## src/rtl/mem_pkg.sv

```systemverilog
// Shared types and constants for the memory stage.
package mem_pkg;

  localparam int DATA_W          = 16;
  localparam int REG_W           = 3;
  localparam int DEFAULT_TIMEOUT = 16;

  typedef enum logic [1:0] {
    IDLE   = 2'd0,
    ACCESS = 2'd1,
    WAIT   = 2'd2
  } state_e;

  // EX/MEM pipeline record.
  typedef struct packed {
    logic              valid;
    logic [DATA_W-1:0] alu_out;
    logic [DATA_W-1:0] store_data;
    logic              mem_read;
    logic              mem_write;
    logic              reg_write;
    logic [REG_W-1:0]  wb_reg;
    logic              halt;
  } exmem_t;

  // MEM/WB pipeline record.
  typedef struct packed {
    logic              valid;
    logic [DATA_W-1:0] data;
    logic [REG_W-1:0]  rd;
    logic              reg_write;
    logic              halt;
  } memwb_t;

  function automatic logic is_mem(input exmem_t r);
    return r.mem_read | r.mem_write;
  endfunction

endpackage

```

## src/rtl/pipe_reg.sv

```systemverilog
// Width-parameterised pipeline register with load enable and synchronous clear.
module pipe_reg #(
  parameter int W = 8
) (
  input  logic         clk,
  input  logic         clr,
  input  logic         en,
  input  logic [W-1:0] d,
  output logic [W-1:0] q
);

  // Clear has priority over load; otherwise hold.
  always_ff @(posedge clk) begin
    // NOTE: reset is sampled on the clock edge (synchronous), and all
    // sequential state is written with <= so every register sees pre-edge values.
    if (clr)     q <= '0;
    else if (en) q <= d;
  end

endmodule

```

## src/rtl/mem_stage.sv

```systemverilog
// Memory stage: EX/MEM capture, data-memory request/done handshake with
// timeout, sticky error, and registered MEM/WB outputs.
module mem_stage
  import mem_pkg::*;
#(
  parameter int TIMEOUT = DEFAULT_TIMEOUT
) (
  input  logic              clk,
  input  logic              rst,
  input  logic              ex_valid,
  input  logic [DATA_W-1:0] ex_alu_out,
  input  logic [DATA_W-1:0] ex_store_data,
  input  logic              ex_mem_read,
  input  logic              ex_mem_write,
  input  logic              ex_reg_write,
  input  logic [REG_W-1:0]  ex_wb_reg,
  input  logic              ex_halt,
  output logic              stall_out,
  output logic              dmem_en,
  output logic              dmem_wr,
  output logic [DATA_W-1:0] dmem_addr,
  output logic [DATA_W-1:0] dmem_wdata,
  input  logic              dmem_busy,
  input  logic              dmem_done,
  input  logic [DATA_W-1:0] dmem_rdata,
  output logic              wb_valid,
  output logic [DATA_W-1:0] wb_data,
  output logic [REG_W-1:0]  wb_reg,
  output logic              wb_reg_write,
  output logic              wb_halt,
  output logic              err
);

  localparam int CNT_W = $clog2(TIMEOUT + 1);

  state_e           state, state_nx;
  logic [CNT_W-1:0] cnt;
  exmem_t           ex_in, exm;
  memwb_t           wb_in, wb;
  logic             start, done_ok, timeout, retire_idle, misaligned, err_now, retire;

  assign stall_out = (state == ACCESS) | ((state == WAIT) & ~dmem_done);

  // A valid, aligned memory op entering EX/MEM this edge starts an access.
  assign start       = ~stall_out & ex_valid & (ex_mem_read | ex_mem_write) & ~ex_alu_out[0];
  assign done_ok     = (state == WAIT) & dmem_done;
  assign timeout     = (state == WAIT) & ~dmem_done & (cnt == CNT_W'(TIMEOUT - 1));
  // In IDLE, EX/MEM holds either a non-memory op or a misaligned memory op.
  assign retire_idle = (state == IDLE) & exm.valid;
  assign misaligned  = retire_idle & is_mem(exm) & exm.alu_out[0];
  assign err_now     = misaligned | timeout;
  assign retire      = retire_idle | done_ok | timeout;

  // Bubble when nothing valid is presented.
  always_comb begin
    // NOTE: give every always_comb output a default first so no path
    // leaves it unassigned and a latch is inferred.
    ex_in = '0;
    if (ex_valid) begin
      ex_in.valid      = 1'b1;
      ex_in.alu_out    = ex_alu_out;
      ex_in.store_data = ex_store_data;
      ex_in.mem_read   = ex_mem_read;
      ex_in.mem_write  = ex_mem_write;
      ex_in.reg_write  = ex_reg_write;
      ex_in.wb_reg     = ex_wb_reg;
      ex_in.halt       = ex_halt;
    end
  end

  // EX/MEM: loads when not stalled; cleared after a timeout so the dead op
  // is not retired a second time from IDLE.
  pipe_reg #(.W($bits(exmem_t))) u_exmem (
    .clk (clk),
    .clr (rst | timeout),
    .en  (~stall_out),
    .d   (ex_in),
    .q   (exm)
  );

  // Next MEM/WB record: zero unless an instruction retires this edge.
  always_comb begin
    wb_in = '0;
    if (retire) begin
      wb_in.valid     = 1'b1;
      wb_in.data      = (done_ok & exm.mem_read) ? dmem_rdata : exm.alu_out;
      wb_in.rd        = exm.wb_reg;
      wb_in.reg_write = exm.reg_write & ~exm.mem_write & ~err_now;
      wb_in.halt      = exm.halt | err | err_now;
    end
  end

  pipe_reg #(.W($bits(memwb_t))) u_memwb (
    .clk (clk),
    .clr (rst),
    .en  (1'b1),
    .d   (wb_in),
    .q   (wb)
  );

  assign wb_valid     = wb.valid;
  assign wb_data      = wb.data;
  assign wb_reg       = wb.rd;
  assign wb_reg_write = wb.reg_write;
  assign wb_halt      = wb.halt;

  // Request outputs are driven only while a request is pending.
  assign dmem_en    = (state == ACCESS);
  assign dmem_wr    = dmem_en & exm.mem_write;
  assign dmem_addr  = dmem_en ? exm.alu_out    : '0;
  assign dmem_wdata = dmem_en ? exm.store_data : '0;

  // Next-state logic; a completing access may hand straight over to the next one.
  always_comb begin
    state_nx = state;
    unique case (state)
      IDLE:    if (start) state_nx = ACCESS;
      ACCESS:  if (!dmem_busy) state_nx = WAIT;
      WAIT: begin
        if (done_ok)      state_nx = start ? ACCESS : IDLE;
        else if (timeout) state_nx = IDLE;
      end
      default: state_nx = IDLE;
    endcase
  end

  // State, wait counter and sticky error.
  always_ff @(posedge clk) begin
    if (rst) begin
      state <= IDLE;
      cnt   <= '0;
      err   <= 1'b0;
    end else begin
      state <= state_nx;
      if (state == ACCESS)
        cnt <= '0;
      else if ((state == WAIT) && !dmem_done && !timeout)
        cnt <= cnt + CNT_W'(1);
      if (err_now)
        err <= 1'b1;
    end
  end

endmodule

```

## config.mk

```make
export PLATFORM = sky130hd
export DESIGN_NAME = mem_stage
export DESIGN_NICKNAME = d
export VERILOG_FILES = /design/src/rtl/mem_pkg.sv /design/src/rtl/pipe_reg.sv /design/src/rtl/mem_stage.sv
export SDC_FILE = /design/constraint.sdc
export NUM_CORES = 1
export LEC_CHECK = 0
export ABC_AREA = 1
export CORE_MARGIN = 8
export CORE_UTILIZATION = 48
export CTS_CLUSTER_DIAMETER = 120
export DETAILED_ROUTE_END_ITERATION = 8
export PLACE_DENSITY = 0.81
export SLEW_MARGIN = 10
export SYNTH_ARGS = -nofsm -noshare
export SYNTH_HDL_FRONTEND = slang
export SYNTH_HIERARCHICAL = 1
export SYNTH_SLANG_ARGS = --single-unit
```

## constraint.sdc

```tcl
create_clock -name clk -period 2 [get_ports clk]
set_input_delay 0.6 -clock clk [delete_from_list [all_inputs] [get_ports clk]]
set_output_delay 0.6 -clock clk [all_outputs]
set_load 0.03 [all_outputs]
```

==> results.cfg <==
[status]
status = completed

[route]
drt-pass1-iter-count = 4
vias = 4047
drc_errors = 0
drt-wirelength-per-cell_um = 11.42
routed_wl_um = 10390
drtIter0Drc = 119
ant_nets = 0
via_per_inst = 4.447

[cts]
insertion_delay_ns = 0.33
cts_buffers = 9
clk_path_buf_depth = 2
htreeDepth = 3
cts.clk_slew.worst_paths_ns = 0.07
cts_tree = built
root_buffer = clkbuf_8
clock-sinks = 70

[worst_setup_path]
critPathBufInv = 4
cpPeakStageDelay_ns = 0.34
cp_top_family = buffers and inverters
crit_slowest_cell = dfxtp_2
critPathLaunchType = register
worst_ep_arrival_time_ns = 1.36
crit_type = register to output pin
crit_chain = inv_2 -> nor2_4 -> inv_6 -> buf_12 -> nor2_2 -> buf_6
cp.required_ns = 1.40
worstPathMaxFanout = 12
critical_path.endpoint_type = output pin

[synth]
synth-seq-cells = 70
synth_cell_types = 26
muxShareOfSynthArea = 0
yosysWarningCount = 6
synth_nets = 750
synthXorXnorAreaFrac = 0.002157
yosys.area.top_type = dfxtp_1
syn_avg_cell_area_um2 = 5.901
synth.top_cell.area_share = 0.3451
synth_compound_area_frac = 0.04376
synth_top_family_by_area = simple AND/OR/NAND/NOR gates
synthAdderAreaFrac = 0.006163
syn_area_um2 = 4060
synthTopCellsByArea = dfxtp_1, nand2_1, inv_1
yosys.area_share.simple = 0.3781
ys_seq_area_frac = 0.3451
netlist_instances = 688

[global_route]
first_global_vias = 3888
antenna_found_initial = 0
grt_overflow_total = 0
grt.total_usage = 0.1774
grt_start_max_net_pins = 46
grt_pass1_wl_um = 17060

[sta]
hold_violations = 0
finalSetupViolations = 0
worstMarginPinSlew_ns = 0.6269
fmax_mhz = 509.9
rsz0062_at_grt = yes
whs_ns = 0.4640
period_share = 0.9806
maxSlewHeadroom = 0.5816
fin_tns_setup_ns = 0
finalClockSkew_ns = 0.008181
drv_slew = 0
min_period_ns = 1.961

[floorplanning]
ios = 118
fp.dieH_um = 108.0
coreArea_um2 = 8217
initial_core_util = 0.4941
die_width_um = 108.0
fp-row-count = 33
die-area_um2 = 11660

[power]
cellLeakagePower_nw = 3.258
power.density_nw_per_um2 = 644.9
ir_drop_mv = 0.2819

[min_path]
min_path_type = register to register

[place]
hpwlAfterDp_um = 7679
dp_cells = 892
io_buffers = 117
postPlaceCellArea_um2 = 5280
place.gp.congestion = 0.8207

[layout]
final_area_um2 = 5714
area_growth_pct = 40.74
antenna_cells = 0
drive_gt1_frac = 0.1528
instances_no_fill = 910
finalNetCount = 864
utilization = 0.6954

[run]
drv_cap = 0
synth_stat cells, drive strengths merged:
master / instances
ha: 2
buf: 31
nor3: 1
o211ai: 16
clkbuf: 1
conb: 1
nor2: 174
xor2: 1
dfxtp: 70
o21bai: 1
inv: 172
o21ai: 3
nand3: 8
nand3b: 3
nand2: 199
a21oi: 5
power breakdown:
part | internal [mW] | leakage, nW | switching (mW) | total (mW)
Sequential | 1.51 | 0.578 | 0.0667 | 1.58
Combinational | 0.467 | 2.59 | 0.619 | 1.09
Clock | 0.537 | 0.0914 | 0.484 | 1.02
Total | 2.52 | 3.26 | 1.17 | 3.69
layer usage:
metal / vias to the layer above / track usage / share of wire / wire length, um
met1: 1769 / 0.2215 / 0.45 / 4682
met2: 115 / 0.2860 / 0.46 / 4795
met4: 0 / 0.06838 / 0.011 / 118
li1: 2153 / - / - / -
met5: - / 0 / 0 / 0
met3: 10 / 0.04640 / 0.076 / 793
sequential cells by signal, summed over array words and instances, names as in the netlist:
register and count:
u_exmem/q 40, u_memwb/q 22, cnt 5, state 2, err 1
timing repair:
item | in CTS | in global routing
pin swaps | 1 | 2
gates resized for setup | 19 | 43
endpoints found under the setup margin | 33 | 59
gates cloned | 1 | 0
hold buffers | 0 | 0
setup buffers | 2 | 1
stage by stage:
step | power [mW] | worst slack (ns)
after floorplan | 2.289 | 0.09039
after global placement | 2.587 | -0.06647
after detailed placement | 2.614 | -0.08904
after CTS | 3.671 | -0.03445
after global routing | 3.898 | -0.02895
final | 3.685 | 0.03885
logic make-up after synthesis:
family	after synthesis
DFF	70
buffers and inverters	204
other	1
adders and majority gates	2
xor gates and xnor gates	1
AOI/OAI and AO/OA	25
and+or+nand+nor	385
worst reg2reg max path, cell delays in order (launching register included):
cell	delay, ns
dfxtp_2	0.36
ha_2	0.19
inv_1	0.06
nor3_2	0.11
ha_2	0.25
nand3_4	0.11
nand3_2	0.10
buf_12	0.16
nand3_1	0.08
nor2_1	0.10
inv_1	0.05
nand2_1	0.05
nand2_1	0.04
nor2_1	0.10
cells in the final DEF, fill, tap and decap left out, drive strengths merged:
cell           netlist  final
o21ai                3      3
o21bai               1      1
nor2               174    174
conb                 1      1
dlygate4sd2          0      1
o211ai              16     16
clkdlybuf4s50        0     74
nand3b               3      3
xor2                 1      1
nand3                8      8
nand2              199    199
dlymetal6s2s         0      7
a21oi                5      5
buf                 31     53
dfxtp               70     70
clkbuf               1     13
ha                   2      2
nor3                 1      1
clkinv               0      1
inv                172    172
layout make-up:
type | instances | area (um^2)
clock buffers | 13 | 168.9
clock inverters | 1 | 5.005
fillers | 686 | 2502
inverters | 172 | 650.6
multi-input cells | 414 | 1896
flip-flops and latches | 70 | 1406
well taps | 105 | 131.4
repair buffers | 135 | 1456
worst paths after layout:
| check | cells past startpoint | slack [ns] | start | endpoint |
|---|---|---|---|---|
| max | 6 | 0.04 | state[0]$_SDFFE_PP0P_ | dmem_addr[7] |
| min | 2 | 0.46 | cnt[4]$_SDFFE_PP0P_ | cnt[4]$_SDFFE_PP0P_ |
| max reg2reg | 13 | 0.19 | cnt[0]$_SDFFE_PP0P_ | u_memwb/q[1]$_SDFFE_PP0P_ |
| min reg2reg | 2 | 0.46 | cnt[4]$_SDFFE_PP0P_ | cnt[4]$_SDFFE_PP0P_ |
Note: power is estimated with default switching activity, not from simulation.
==> RTL change, RTL diff (same flow settings) <==
Put one more register stage on the output `err`, with the module's reset. The value now appears one clock later. The other outputs are not delayed to match.
--- a/src/rtl/mem_stage.sv
+++ b/src/rtl/mem_stage.sv
@@ -34,2 +34,4 @@
   localparam int CNT_W = $clog2(TIMEOUT + 1);
+
+  logic err_s0;
 
@@ -88,3 +90,3 @@
       wb_in.reg_write = exm.reg_write & ~exm.mem_write & ~err_now;
-      wb_in.halt      = exm.halt | err | err_now;
+      wb_in.halt      = exm.halt | err_s0 | err_now;
     end
@@ -131,3 +133,3 @@
       cnt   <= '0;
-      err   <= 1'b0;
+      err_s0 <= 1'b0;
     end else begin
@@ -139,3 +141,11 @@
       if (err_now)
-        err <= 1'b1;
+        err_s0 <= 1'b1;
+    end
+  end
+
+  always_ff @(posedge clk) begin
+    if (rst) begin
+      err <= '0;
+    end else begin
+      err <= err_s0;
     end
Formal check against the unedited RTL: not equivalent (a bounded check fails within 4 cycles, from zero or initial values and one cycle with rst high).
==> RTL change against the unedited design <==
Count of clock-buffer cells in the layout decreased by 3. Cell area decreased by 2.3%. Critical path depth decreased by 1. Routed wire length increased by 4.7%. Synthesized cell count decreased by 0.73%. Setup slack got worse by 32 ps. Via count decreased by 0.32%. Area after synthesis decreased by 0.43%. Clock skew increased by 0.79 ps. Sequential cell count increased by 1. Combinational power decreased by 24%. Power decreased by 3.8%. Critical path type unchanged. First-iteration DRC count increased by 97%.
==> RTL change: results (changes against the unedited design) <==
- The run finished with clean final reports.
- The part of the Yosys area used for sequential elements is 35.2% (+0.64 points).
- The CTS clock-pin slew for the worst setup and hold paths is 70 ps (about the same).
- The number of iterations in the first detailed-routing pass came to 4 (unchanged).
- The count of cells along the worst register-to-register path was 12 (-1).
- The number of buffer cells added on primary ports is 117 (unchanged).
- The worst endpoint data arrival time came to 1390 ps (+30 ps).
- The adder-cell share of the synthesized area is 0.619% (+0.0027 points).
- The number of H-tree levels is 3 (unchanged).
- By area the synthesized netlist is led by sky130_fd_sc_hd__dfxtp_1, sky130_fd_sc_hd__nand2_1, sky130_fd_sc_hd__inv_1.
- The number of distinct standard cells referenced by the synthesized netlist is 27 (+3.8%).
- The clock insertion delay at the later pin of the skew report is 350 ps (+20 ps).
- The global-route wire length before repair was 16200 um (-5.1%).
- The fraction of final layout cells sized beyond drive strength 1 is 12.1% (-3.2 points).
- The maximum fanout along the worst path is 19 (+7).
- The shortest clock period the worst path allows after layout is 1990 ps (+31.7 ps).
- The largest registers in the layout are u_exmem/q: 40 flops, u_memwb/q: 22 flops, cnt: 5 flops.
- The cell leakage power was 3.32 nW (+1.9%).
- Counting instances in the post-synthesis netlist gives the leading cell types as sky130_fd_sc_hd__nand2_1, sky130_fd_sc_hd__inv_1, sky130_fd_sc_hd__nor2_1.
- The peak ir drop on the vdd network was 0.000332 V (+18%).
- The final worst clock skew is 8.97 ps (+0.790 ps).
- The fraction of registers with async set or reset after synthesis is 0% (unchanged).
- The post-synthesis xor/xnor area fraction is 0% (-0.22 points).
- The number of global-route vias before repair is 3622 (-6.8%).
- The CTS buffer count is 9 (unchanged).
- The total wirelength of the detailed-routed design came to 10900 um (+4.7%).
- The number of nets produced by synthesis is 745 (-0.67%).
- The number of DRC markers in iteration 0 is 234 (+97%).
- The instance area at placement is 5170 um^2 (-2.0%).
- The filler cell count in the final layout is 718 (+4.7%).
- The complex-gate fraction of the synthesized area is 5.32% (+0.95 points).
- The mux contribution to synthesized area is 0% (unchanged).
- The aggregate global-route resource usage came to 17.0% (-0.76 points).
- The actual transition at the worst max-transition pin came to 615 ps (-12.2 ps).
- The count of warnings emitted by yosys is 6 (unchanged).
- The initial antenna violation count is 0 (unchanged).
- The total number of vias is 4034 (-0.32%).
- The cell depth of the worst min-delay path was 2 (unchanged).
- The number of cells produced by synthesis is 683 (-0.73%).
- The slowest cell on the critical path is sky130_fd_sc_hd__dfxtp_1.
- The clock root buffer is sky130_fd_sc_hd__clkbuf_8.
- The cell count after placement came to 881 (-1.2%).
- The number of nets at the end of the flow is 858 (-0.69%).
- The ratio of routed vias to standard cells is 4.45 (+0.12%).
- The pin count of the biggest net entering global routing is 45 (-2.2%).
- The estimated wirelength of the detail-placed design is 7390 um (-3.7%).
- The final weighted congestion in routability-driven placement is 0.852 (+3.9%).
==> RTL change: cell count changes in the layout (fill, tap and decap cells not counted), sizes merged, moves of 2 or more <==
| cell | before | now |
|---|---|---|
| clkinv | 1 | 3 |
| clkbuf | 13 | 11 |
| o21ai | 3 | 8 |
| or2 | 0 | 2 |
| nor2 | 174 | 171 |
| inv | 172 | 175 |
| nand2 | 199 | 191 |
| clkdlybuf4s50 | 74 | 72 |
| dlymetal6s2s | 7 | 10 |
| nand3 | 8 | 5 |
| clkinvlp | 0 | 2 |
| buf | 53 | 48 |
==> RTL change: area by class of cell <==
cell class              instances  area, um^2  share of cell area (%)
inverters                     175         657                    11.8
well taps                     105         131                    2.35
clock inverters                 6        60.1                    1.08
clock buffers                  10         138                    2.47
flip-flops and latches         71        1420                    25.5
repair buffers                131        1360                    24.4
multi-input cells             408        1810                    32.5
==> RTL change: kinds of logic after synthesis <==
logic type,Yosys count
flip-flops,71
buffers and inverters,208
AO/OA/AOI/OAI,31
AND/OR/NAND/NOR,370
other,1
adder cells (fa/ha/maj),2
==> RTL change: timing repair <==
action / 4_1_cts / 5_1_grt
setup buffers: 3 / 1
pin swaps: 0 / 6
cloned: 0 / 5
endpoints found under the setup margin: 9 / 40
resized for setup: 4 / 25
==> RTL change: stage by stage <==
step / util, % / setup slack [ps]
5_1_grt: 68.3 / -26.0
2_1_floorplan: - / 181
6_report: 68.3 / 7.13
3_3_place_gp: 63.3 / -126
4_1_cts: 66.1 / 3.17
3_5_place_dp: 63.3 / -211
==> RTL change: worst reg2reg max path, delay by kind of cell (launching register included) <==
family                     cells  cell delay (ps)
adders and majority gates      2              440
and+or+nand+nor                6              730
AOI/OAI and AO/OA              1              120
buffers and inverters          3              170
DFF                            1              370
==> RTL change: where the power goes <==
part           total (W)  internal (W)  switching [W]
sequential       0.00157       0.00151      0.0000580
combinational   0.000824      0.000366       0.000459
clock            0.00115      0.000603       0.000550
==> RTL change: final timing paths <==
path                            startpoint      endpoint  slack [ps]
worst max-delay path              state[1]  dmem_addr[2]           7
worst max register to register      cnt[1]  u_memwb/q[8]         120
worst min register to register      err_s0           err         450
worst min-delay path                err_s0           err         450
==> RTL change: routing by layer <==
layer / global-route usage (%) / part of all wire, % / vias up
li1: - / - / 2146
met1: 20.4 / 43 / 1738
met2: 28.1 / 48 / 131
met3: 4.19 / 6.8 / 19
met4: 7.33 / 1.9 / 0
met5: 0 / 0 / -
